## src/rtl/sim_bus_arb.sv

```systemverilog
// Single-outstanding host/device bus for simulation tops: fixed or round-robin
// arbitration, address decode with error response, and a device response timeout.
module sim_bus_arb #(
    parameter int unsigned NrHosts       = 3,
    parameter int unsigned NrDevices     = 2,
    parameter int unsigned DataWidth     = 32,
    parameter int unsigned AddressWidth  = 32,
    parameter bit          RoundRobin    = 1'b0,
    parameter int unsigned TimeoutCycles = 16
) (
    input  logic                      clk_i,
    input  logic                      rst_i,
    input  logic [NrHosts-1:0]        host_req_i,
    input  logic [NrHosts-1:0]        host_we_i,
    input  logic [DataWidth/8-1:0]    host_be_i            [NrHosts],
    input  logic [AddressWidth-1:0]   host_addr_i          [NrHosts],
    input  logic [DataWidth-1:0]      host_wdata_i         [NrHosts],
    output logic [NrHosts-1:0]        host_gnt_o,
    output logic [NrHosts-1:0]        host_rvalid_o,
    output logic [NrHosts-1:0]        host_err_o,
    output logic [DataWidth-1:0]      host_rdata_o         [NrHosts],
    output logic [NrDevices-1:0]      device_req_o,
    output logic [NrDevices-1:0]      device_we_o,
    output logic [DataWidth/8-1:0]    device_be_o          [NrDevices],
    output logic [AddressWidth-1:0]   device_addr_o        [NrDevices],
    output logic [DataWidth-1:0]      device_wdata_o       [NrDevices],
    input  logic [NrDevices-1:0]      device_rvalid_i,
    input  logic [NrDevices-1:0]      device_err_i,
    input  logic [DataWidth-1:0]      device_rdata_i       [NrDevices],
    input  logic [AddressWidth-1:0]   cfg_device_addr_base [NrDevices],
    input  logic [AddressWidth-1:0]   cfg_device_addr_mask [NrDevices],
    output logic                      timeout_o,
    output logic                      stray_o
);

    localparam int unsigned HW = (NrHosts > 1) ? $clog2(NrHosts) : 1;
    localparam int unsigned DW = (NrDevices > 1) ? $clog2(NrDevices) : 1;
    localparam int unsigned CW = $clog2(TimeoutCycles);

    typedef enum logic [1:0] {
        IDLE,
        WAIT,
        DERR
    } state_e;

    state_e                  state_q, state_d;
    logic [HW-1:0]           owner_q, owner_d;
    logic [HW-1:0]           ptr_q, ptr_d;
    logic [DW-1:0]           dev_q, dev_d;
    logic [CW-1:0]           cnt_q, cnt_d;
    logic [HW-1:0]           win;
    logic [DW-1:0]           hit_dev;
    logic [AddressWidth-1:0] win_addr;
    logic                    req_any;
    logic                    hit;
    logic                    owed_rvalid;
    logic                    timeout_hit;
    logic                    accept;
    logic                    gnt;
    int unsigned             idx;

    always_ff @(posedge clk_i or posedge rst_i) begin
        if (rst_i) begin
            state_q <= IDLE;
            owner_q <= '0;
            ptr_q   <= '0;
            dev_q   <= '0;
            cnt_q   <= '0;
        end else begin
            state_q <= state_d;
            owner_q <= owner_d;
            ptr_q   <= ptr_d;
            dev_q   <= dev_d;
            cnt_q   <= cnt_d;
        end
    end

    // A new grant is only possible once the owed response is here.
    always_comb begin
        owed_rvalid = (state_q == WAIT) && device_rvalid_i[dev_q];
        timeout_hit = (state_q == WAIT) && !owed_rvalid
                      && (cnt_q == CW'(TimeoutCycles - 1));
        accept      = !rst_i && ((state_q != WAIT) || owed_rvalid);
    end

    always_comb begin
        req_any = 1'b0;
        win     = '0;
        idx     = 0;
        for (int unsigned i = 0; i < NrHosts; i++) begin
            idx = RoundRobin ? (32'(ptr_q) + i) % NrHosts : i;
            if (!req_any && host_req_i[idx]) begin
                req_any = 1'b1;
                win     = HW'(idx);
            end
        end
        win_addr = host_addr_i[win];
        hit      = 1'b0;
        hit_dev  = '0;
        for (int d = int'(NrDevices) - 1; d >= 0; d--) begin
            if ((win_addr & cfg_device_addr_mask[d])
                == cfg_device_addr_base[d]) begin
                hit     = 1'b1;
                hit_dev = DW'(d);
            end
        end
        gnt = accept && req_any;
    end

    always_comb begin
        state_d = state_q;
        owner_d = owner_q;
        ptr_d   = ptr_q;
        dev_d   = dev_q;
        cnt_d   = cnt_q;
        unique case (state_q)
            WAIT: begin
                if (owed_rvalid || timeout_hit) begin
                    state_d = IDLE;
                end else begin
                    cnt_d = cnt_q + 1'b1;
                end
            end
            DERR:    state_d = IDLE;
            default: state_d = state_q;
        endcase
        if (gnt) begin
            owner_d = win;
            ptr_d   = (win == HW'(NrHosts - 1)) ? '0 : win + 1'b1;
            if (hit) begin
                state_d = WAIT;
                dev_d   = hit_dev;
                cnt_d   = '0;
            end else begin
                state_d = DERR;
            end
        end
    end

    always_comb begin
        host_gnt_o    = '0;
        host_rvalid_o = '0;
        host_err_o    = '0;
        device_req_o  = '0;
        device_we_o   = '0;
        timeout_o     = 1'b0;
        stray_o       = 1'b0;
        for (int h = 0; h < int'(NrHosts); h++) begin
            host_rdata_o[h] = '0;
        end
        for (int d = 0; d < int'(NrDevices); d++) begin
            device_be_o[d]    = '0;
            device_addr_o[d]  = '0;
            device_wdata_o[d] = '0;
        end
        if (!rst_i) begin
            for (int d = 0; d < int'(NrDevices); d++) begin
                if (device_rvalid_i[d]
                    && !((state_q == WAIT) && (DW'(d) == dev_q))) begin
                    stray_o = 1'b1;
                end
            end
            if (owed_rvalid) begin
                host_rvalid_o[owner_q] = 1'b1;
                host_err_o[owner_q]    = device_err_i[dev_q];
                host_rdata_o[owner_q]  = device_rdata_i[dev_q];
            end else if (timeout_hit || (state_q == DERR)) begin
                host_rvalid_o[owner_q] = 1'b1;
                host_err_o[owner_q]    = 1'b1;
                timeout_o              = timeout_hit;
            end
            if (gnt) begin
                host_gnt_o[win] = 1'b1;
                if (hit) begin
                    device_req_o[hit_dev]   = 1'b1;
                    device_we_o[hit_dev]    = host_we_i[win];
                    device_be_o[hit_dev]    = host_be_i[win];
                    device_addr_o[hit_dev]  = win_addr;
                    device_wdata_o[hit_dev] = host_wdata_i[win];
                end
            end
        end
    end

endmodule

```

## config.mk

```make
export PLATFORM = sky130hd
export DESIGN_NAME = sim_bus_arb
export DESIGN_NICKNAME = d
export VERILOG_FILES = /design/src/rtl/sim_bus_arb.sv
export SDC_FILE = /design/constraint.sdc
export NUM_CORES = 1
export LEC_CHECK = 0
export CAP_MARGIN = 20
export CORE_AREA = 2 2 258 260
export CTS_CLUSTER_DIAMETER = 150
export CTS_CLUSTER_SIZE = 8
export DETAILED_ROUTE_END_ITERATION = 10
export DIE_AREA = 0 0 260 262
export SLEW_MARGIN = 20
export SYNTH_ARGS = -nofsm -noshare
export SYNTH_HDL_FRONTEND = slang
export SYNTH_SLANG_ARGS = --single-unit
```

## constraint.sdc

```tcl
create_clock -name clk_i -period 4.5 [get_ports clk_i]
set_clock_uncertainty 0.15 [all_clocks]
set_input_delay 0.9 -clock clk_i [delete_from_list [all_inputs] [get_ports clk_i]]
set_output_delay 0.9 -clock clk_i [all_outputs]
set_load 0.05 [all_outputs]
```

**After elaboration in Yosys (flattened, before gate mapping)**

Cells that the tools add are included.

- $add $sub $neg: 1
- $lt $le $gt $ge: 13
- Eq/ne operators: 7
- Multiplexer cells: 76
- Bitwise gates (word level): 13
- Reduce and logical (&&, ||, !) cells: 28

Operators with widths:

| kind | number |
|---|---|
| two-way mux 64 bit | 6 |
| two-way mux 32 bit | 9 |
| two-way mux 96 bit | 2 |
| bitwise AND 64 bit | 2 |
| binary-select mux 32 bit (select 2 bit) | 2 |
| bitwise AND 96 bit | 1 |
| bitwise AND 32 bit | 2 |
| demux 32 bit (select 2 bit) | 1 |
| == test 32 bit | 2 |
| demux 32 bit (select 1 bit) | 1 |
| two-way mux 4 bit | 7 |
| two-way mux 8 bit | 3 |
| two-way mux 1 bit | 21 |
| two-way mux 3 bit | 7 |
| two-way mux 2 bit | 10 |
| logical AND 1 bit | 16 |
| bitwise AND 8 bit | 1 |
| binary-select mux 4 bit (select 2 bit) | 1 |
| >= comparator 3 bit, second input constant | 2 |
| zero test 1 bit | 6 |
| less-than comparator 2 x 3 -> 1 bit, second input constant | 2 |
| NOT 2 -> 3 bit | 2 |
| adder 4 x 1 -> 4 bit, second input constant | 1 |
| demux 1 bit (select 2 bit) | 2 |
| 22 further kinds | 29 |

- Flip-flop bits (word level): 9
- Input bits: 408
- Output and inout bits: 247
- Logic and storage cells: 142

**Logic depth before layout (Yosys ltp)**

- Depth in word-level cells: 24
- Gate-level depth with buffers: 11
- Depth with buffers taken out: 8

**Worst setup path before layout**

Ideal clock, no wire load.

- Path kind: input to output
- From: input host_req_i[0]
- To: output device_be_o[7] in the netlist's numbering
- Arrival time: 3.919 ns
- Required time: 3.450 ns
- Path slack: -0.469 ns
- Stages on the path: 9
- Buffers on the path: 1
- Cells stage by stage: or3b_1 -> buf_2 -> o221ai_2 -> nor3_1 -> or4_1 -> nor4_2 -> and3_1 -> nand4_1 -> nor3_1

RTL lines:

| what | RTL line | source |
|---|---|---|
| start, declared | 13 | `input logic [NrHosts-1:0] host_req_i,` |
| end, declared | 24 | `output logic [DataWidth/8-1:0] device_be_o [NrDevices],` |

==> out/qor.json <==
{
  "placement": {
    "post-dp-hpwl_mm": 63.5,
    "pre_cts_setup_slack_ns": -1.16,
    "gp_congestion": 0.967,
    "io_buffers": 654,
    "dp_cells": 2770,
    "detailed_place.area_um2": 19000
  },
  "global_route": {
    "met1_grt_util": 0.254,
    "wire_length_of_the_first_global_routing_pass_mm": 96.0,
    "grt_max_degree": 41,
    "gr-max-usage-layer": "met2",
    "grt_pass1_vias": 11950,
    "grt_use_met3": 0.0508,
    "grt_usage": 0.200,
    "gr-usage-met2": 0.336,
    "global_route.overflow_total": 0,
    "antenna_found_initial": 19
  },
  "floorplanning": {
    "core_region_area_um2": 65300,
    "floorplan.initialDensity": 0.0872,
    "boundaryPins": 655,
    "horizontal_die_dimension_um": 260,
    "chipHeight_um": 262,
    "placement_rows": 94,
    "die_area_um2": 68100
  },
  "timing": {
    "worst_slew_pin_slew_ns": 0.668,
    "final.min_clock_period_ns": 5.12,
    "rsz0062_at_grt": "true",
    "timing_max_transition_violations_final": 0,
    "fmax_ghz": 0.195,
    "fin_crit_sh": 1.14,
    "finalSetupViolations": 140,
    "hold_viol_final": 0,
    "slew_headroom": 0.554,
    "postLayoutSetupSlackWorst_ns": -0.623
  },
  "yosys": {
    "synthesis.instances": 988,
    "yosys.cell_types.count": 74,
    "synth_flop_cell": "dfrtp_1",
    "synth_sequential_area_ratio": 0.0396,
    "synth-async-reset-ratio": 1.00,
    "yosys_warnings": 0,
    "edff_count_synth": 0,
    "syn-num-nets": 1397,
    "postSynthRegisterBits": 9,
    "syn_avg_cell_area_um2": 5.76,
    "netlist_area_um2": 5690
  },
  "clock_tree": {
    "clock_sink_count": 9,
    "cts_buffers": 3,
    "tritoncts": "done",
    "h-tree-depth": 1,
    "worst_skew_pair_later_pin_latency_ns": 0.23,
    "clkSlewWorstSetupHoldPaths_ns": 0.04,
    "max-clock-path-buffers": 2,
    "cts.root.buffer_cell": "clkbuf_16"
  },
  "power": {
    "power.switching_uw": 739,
    "p_int_uw": 947,
    "power.total_uw": 1690,
    "pwr-share-comb": 0.856,
    "pwr-share-clk": 0.092,
    "swShare": 0.438,
    "max-vdd-ir-drop_uv": 102,
    "share_seq_of_total_power": 0.051,
    "cellPowerDensity_nw_per_um2": 82.4,
    "total_leakage_power_uw": 0.00810
  },
  "setup_path": {
    "type_of_destination_of_the_critical_path": "output pin",
    "setup.worst_path.start_class": "input port",
    "worstPathMaxFanout": 9,
    "worst-endpoint-arrival_ns": 4.07,
    "critical_path_required_ns": 3.45,
    "setup.reg_to_reg.worst_slack_ns": 1.77,
    "critPathKind": "input port to output pin"
  },
  "final_layout": {
    "layout.cells.non_filler": 2817,
    "num-nets-final": 2358,
    "final_common_cell": "clkdlybuf4s50_1",
    "layout-area-overhead-vs-synth_pct": 260,
    "drive_gt1_frac": 0.440,
    "layout.cells.most_common_list": "clkdlybuf4s50_1, buf_4, buf_12",
    "postLayoutCellArea_um2": 20500,
    "nFillCells": 6837
  },
  "drt": {
    "drt-vias-per-instance": 4.18,
    "wirelength_mm": 72.4,
    "remaining_routing_drc_violations": 0,
    "drt_antenna_net_count": 0,
    "drt_pass1_iterations": 7,
    "first_iter_violations": 881,
    "post_drt_wl_per_cell_um": 25.7,
    "dr_total_vias": 11783
  },
  "job": {
    "cap_violations": 0
  },
  "outcome": {
    "run_status": "finished with violations",
    "violated_checks": "negative setup slack"
  },
  "hold_path": {
    "hold_path.class": "flop to flop"
  }
}
[final timing paths]
path / startpoint / end / cells past startpoint
max: host_req_i[2] / device_wdata_o[27] / 16
min: state_q[1] / state_q[1] / 2
max reg2reg: state_q[0] / cnt_q[0] / 10
min reg2reg: state_q[1] / state_q[1] / 2
max in group asynchronous: rst_i / dev_q / 3
min in group asynchronous: rst_i / cnt_q[0] / 3
[metrics by stage]
stage,hold slack (ns),setup TNS [ns],utilization
final,0.440,-60.89,0.314
after global routing,0.472,-71.10,0.313
after CTS,0.439,-64.18,0.310
after detailed placement,0.430,-146.94,0.291
after global placement,0.410,-147.59,0.291
after floorplan,0.385,-5.28,-
[per-layer routing]
metal,up-vias,wire length [um]
li1,5449,-
met4,12,2010
met1,5543,29200
met3,114,6930
met2,665,34200
met5,-,71
[kinds of logic (layout without fill, tap and decap cells)]
family	after synthesis	after routing	share of synthesized area
simple gates	537	537	0.459
compound gates	260	260	0.322
buf+inv	139	1099	0.104
mux	36	36	0.0633
flops	9	9	0.0396
xor+xnor	6	6	0.00923
fa+ha+maj	1	1	0.00220
other cells	0	5	0
[worst max-delay path, stage by stage]
cell	delay (ns)
buf_8	0.10
buf_8	0.13
buf_6	0.11
o21ba_4	0.23
buf_12	0.15
buf_8	0.14
buf_6	0.12
o211ai_4	0.21
o32ai_4	0.13
or4_4	0.56
nor4_4	0.40
o31ai_4	0.16
clkbuf_16	0.24
clkbuf_16	0.20
nor2_4	0.12
buf_12	0.14
[cell type report]
class                      count  area, um2  area share
timing repair buffer        1019      12300       0.601
clock buffer                   4       78.8     0.00385
tap                          864       1080      0.0528
inverter                      76        285      0.0139
antenna                        5       12.5    0.000611
sequential                     9        226      0.0111
multi-input combinational    840       6480       0.317
[power by group through the flow]
stage,sequential [uW],combinational (uW),clock (uW)
after CTS,86.3,1410,159
after detailed placement,87.3,1310,0
after floorplan,86.5,393,0
after global placement,87.3,1320,0
final,86.4,1440,156
after global routing,86.7,1510,164
[synth_stat cells, types with 3 or more instances]
library cell | count | area, um2
buf_6 | 7 | 78.8
buf_1 | 6 | 22.5
a2111o_1 | 3 | 33.8
nor3b_1 | 14 | 105
o32ai_1 | 16 | 140
o21bai_1 | 4 | 30.0
a22o_1 | 3 | 26.3
or4b_1 | 10 | 100
a21o_1 | 5 | 37.5
dfrtp_1 | 9 | 225
or3b_1 | 20 | 175
a211oi_1 | 11 | 82.6
a22oi_1 | 11 | 82.6
or3b_2 | 4 | 35.0
o22ai_1 | 33 | 206
and2_1 | 6 | 37.5
mux2i_1 | 36 | 360
o211ai_1 | 4 | 30.0
nand4_1 | 10 | 62.6
nor3_1 | 10 | 50.1
inv_2 | 3 | 11.3
clkbuf_1 | 36 | 135
o221ai_1 | 9 | 78.8
nand2_1 | 100 | 375
o2111ai_1 | 6 | 52.6
o211ai_2 | 4 | 50.1
buf_2 | 13 | 65.1
o221ai_2 | 3 | 45.0
inv_1 | 73 | 274
nor4_1 | 12 | 75.1
nor4b_1 | 4 | 35.0
o32a_1 | 4 | 40.0
o21ai_0 | 13 | 65.1
a21bo_2 | 3 | 30.0
a21oi_1 | 90 | 450
nor2_1 | 256 | 961
nand3_1 | 7 | 35.0
a2111oi_0 | 8 | 70.1
and3_1 | 3 | 18.8
xnor2_1 | 4 | 35.0
a221oi_1 | 7 | 61.3
or2_2 | 4 | 25.0
nand2b_1 | 38 | 238
nor2b_1 | 27 | 169
[sequential cells by signal (all words and copies together), names as in the netlist]
name and count:
cnt_q 4, dev_q 1, owner_q 2, state_q 2
[what timing repair did]
| action | in CTS | in global routing |
|---|---|---|
| gates resized for setup | 181 | 42 |
| endpoints found under the hold margin | 0 | 0 |
| hold buffers | 0 | 0 |
| setup endpoints to repair | 140 | 140 |
| gates cloned | 10 | 1 |
| pin swaps | 67 | 21 |
| buffers inserted | 22 | 7 |
No activity file was read; power rests on OpenSTA's default activity.
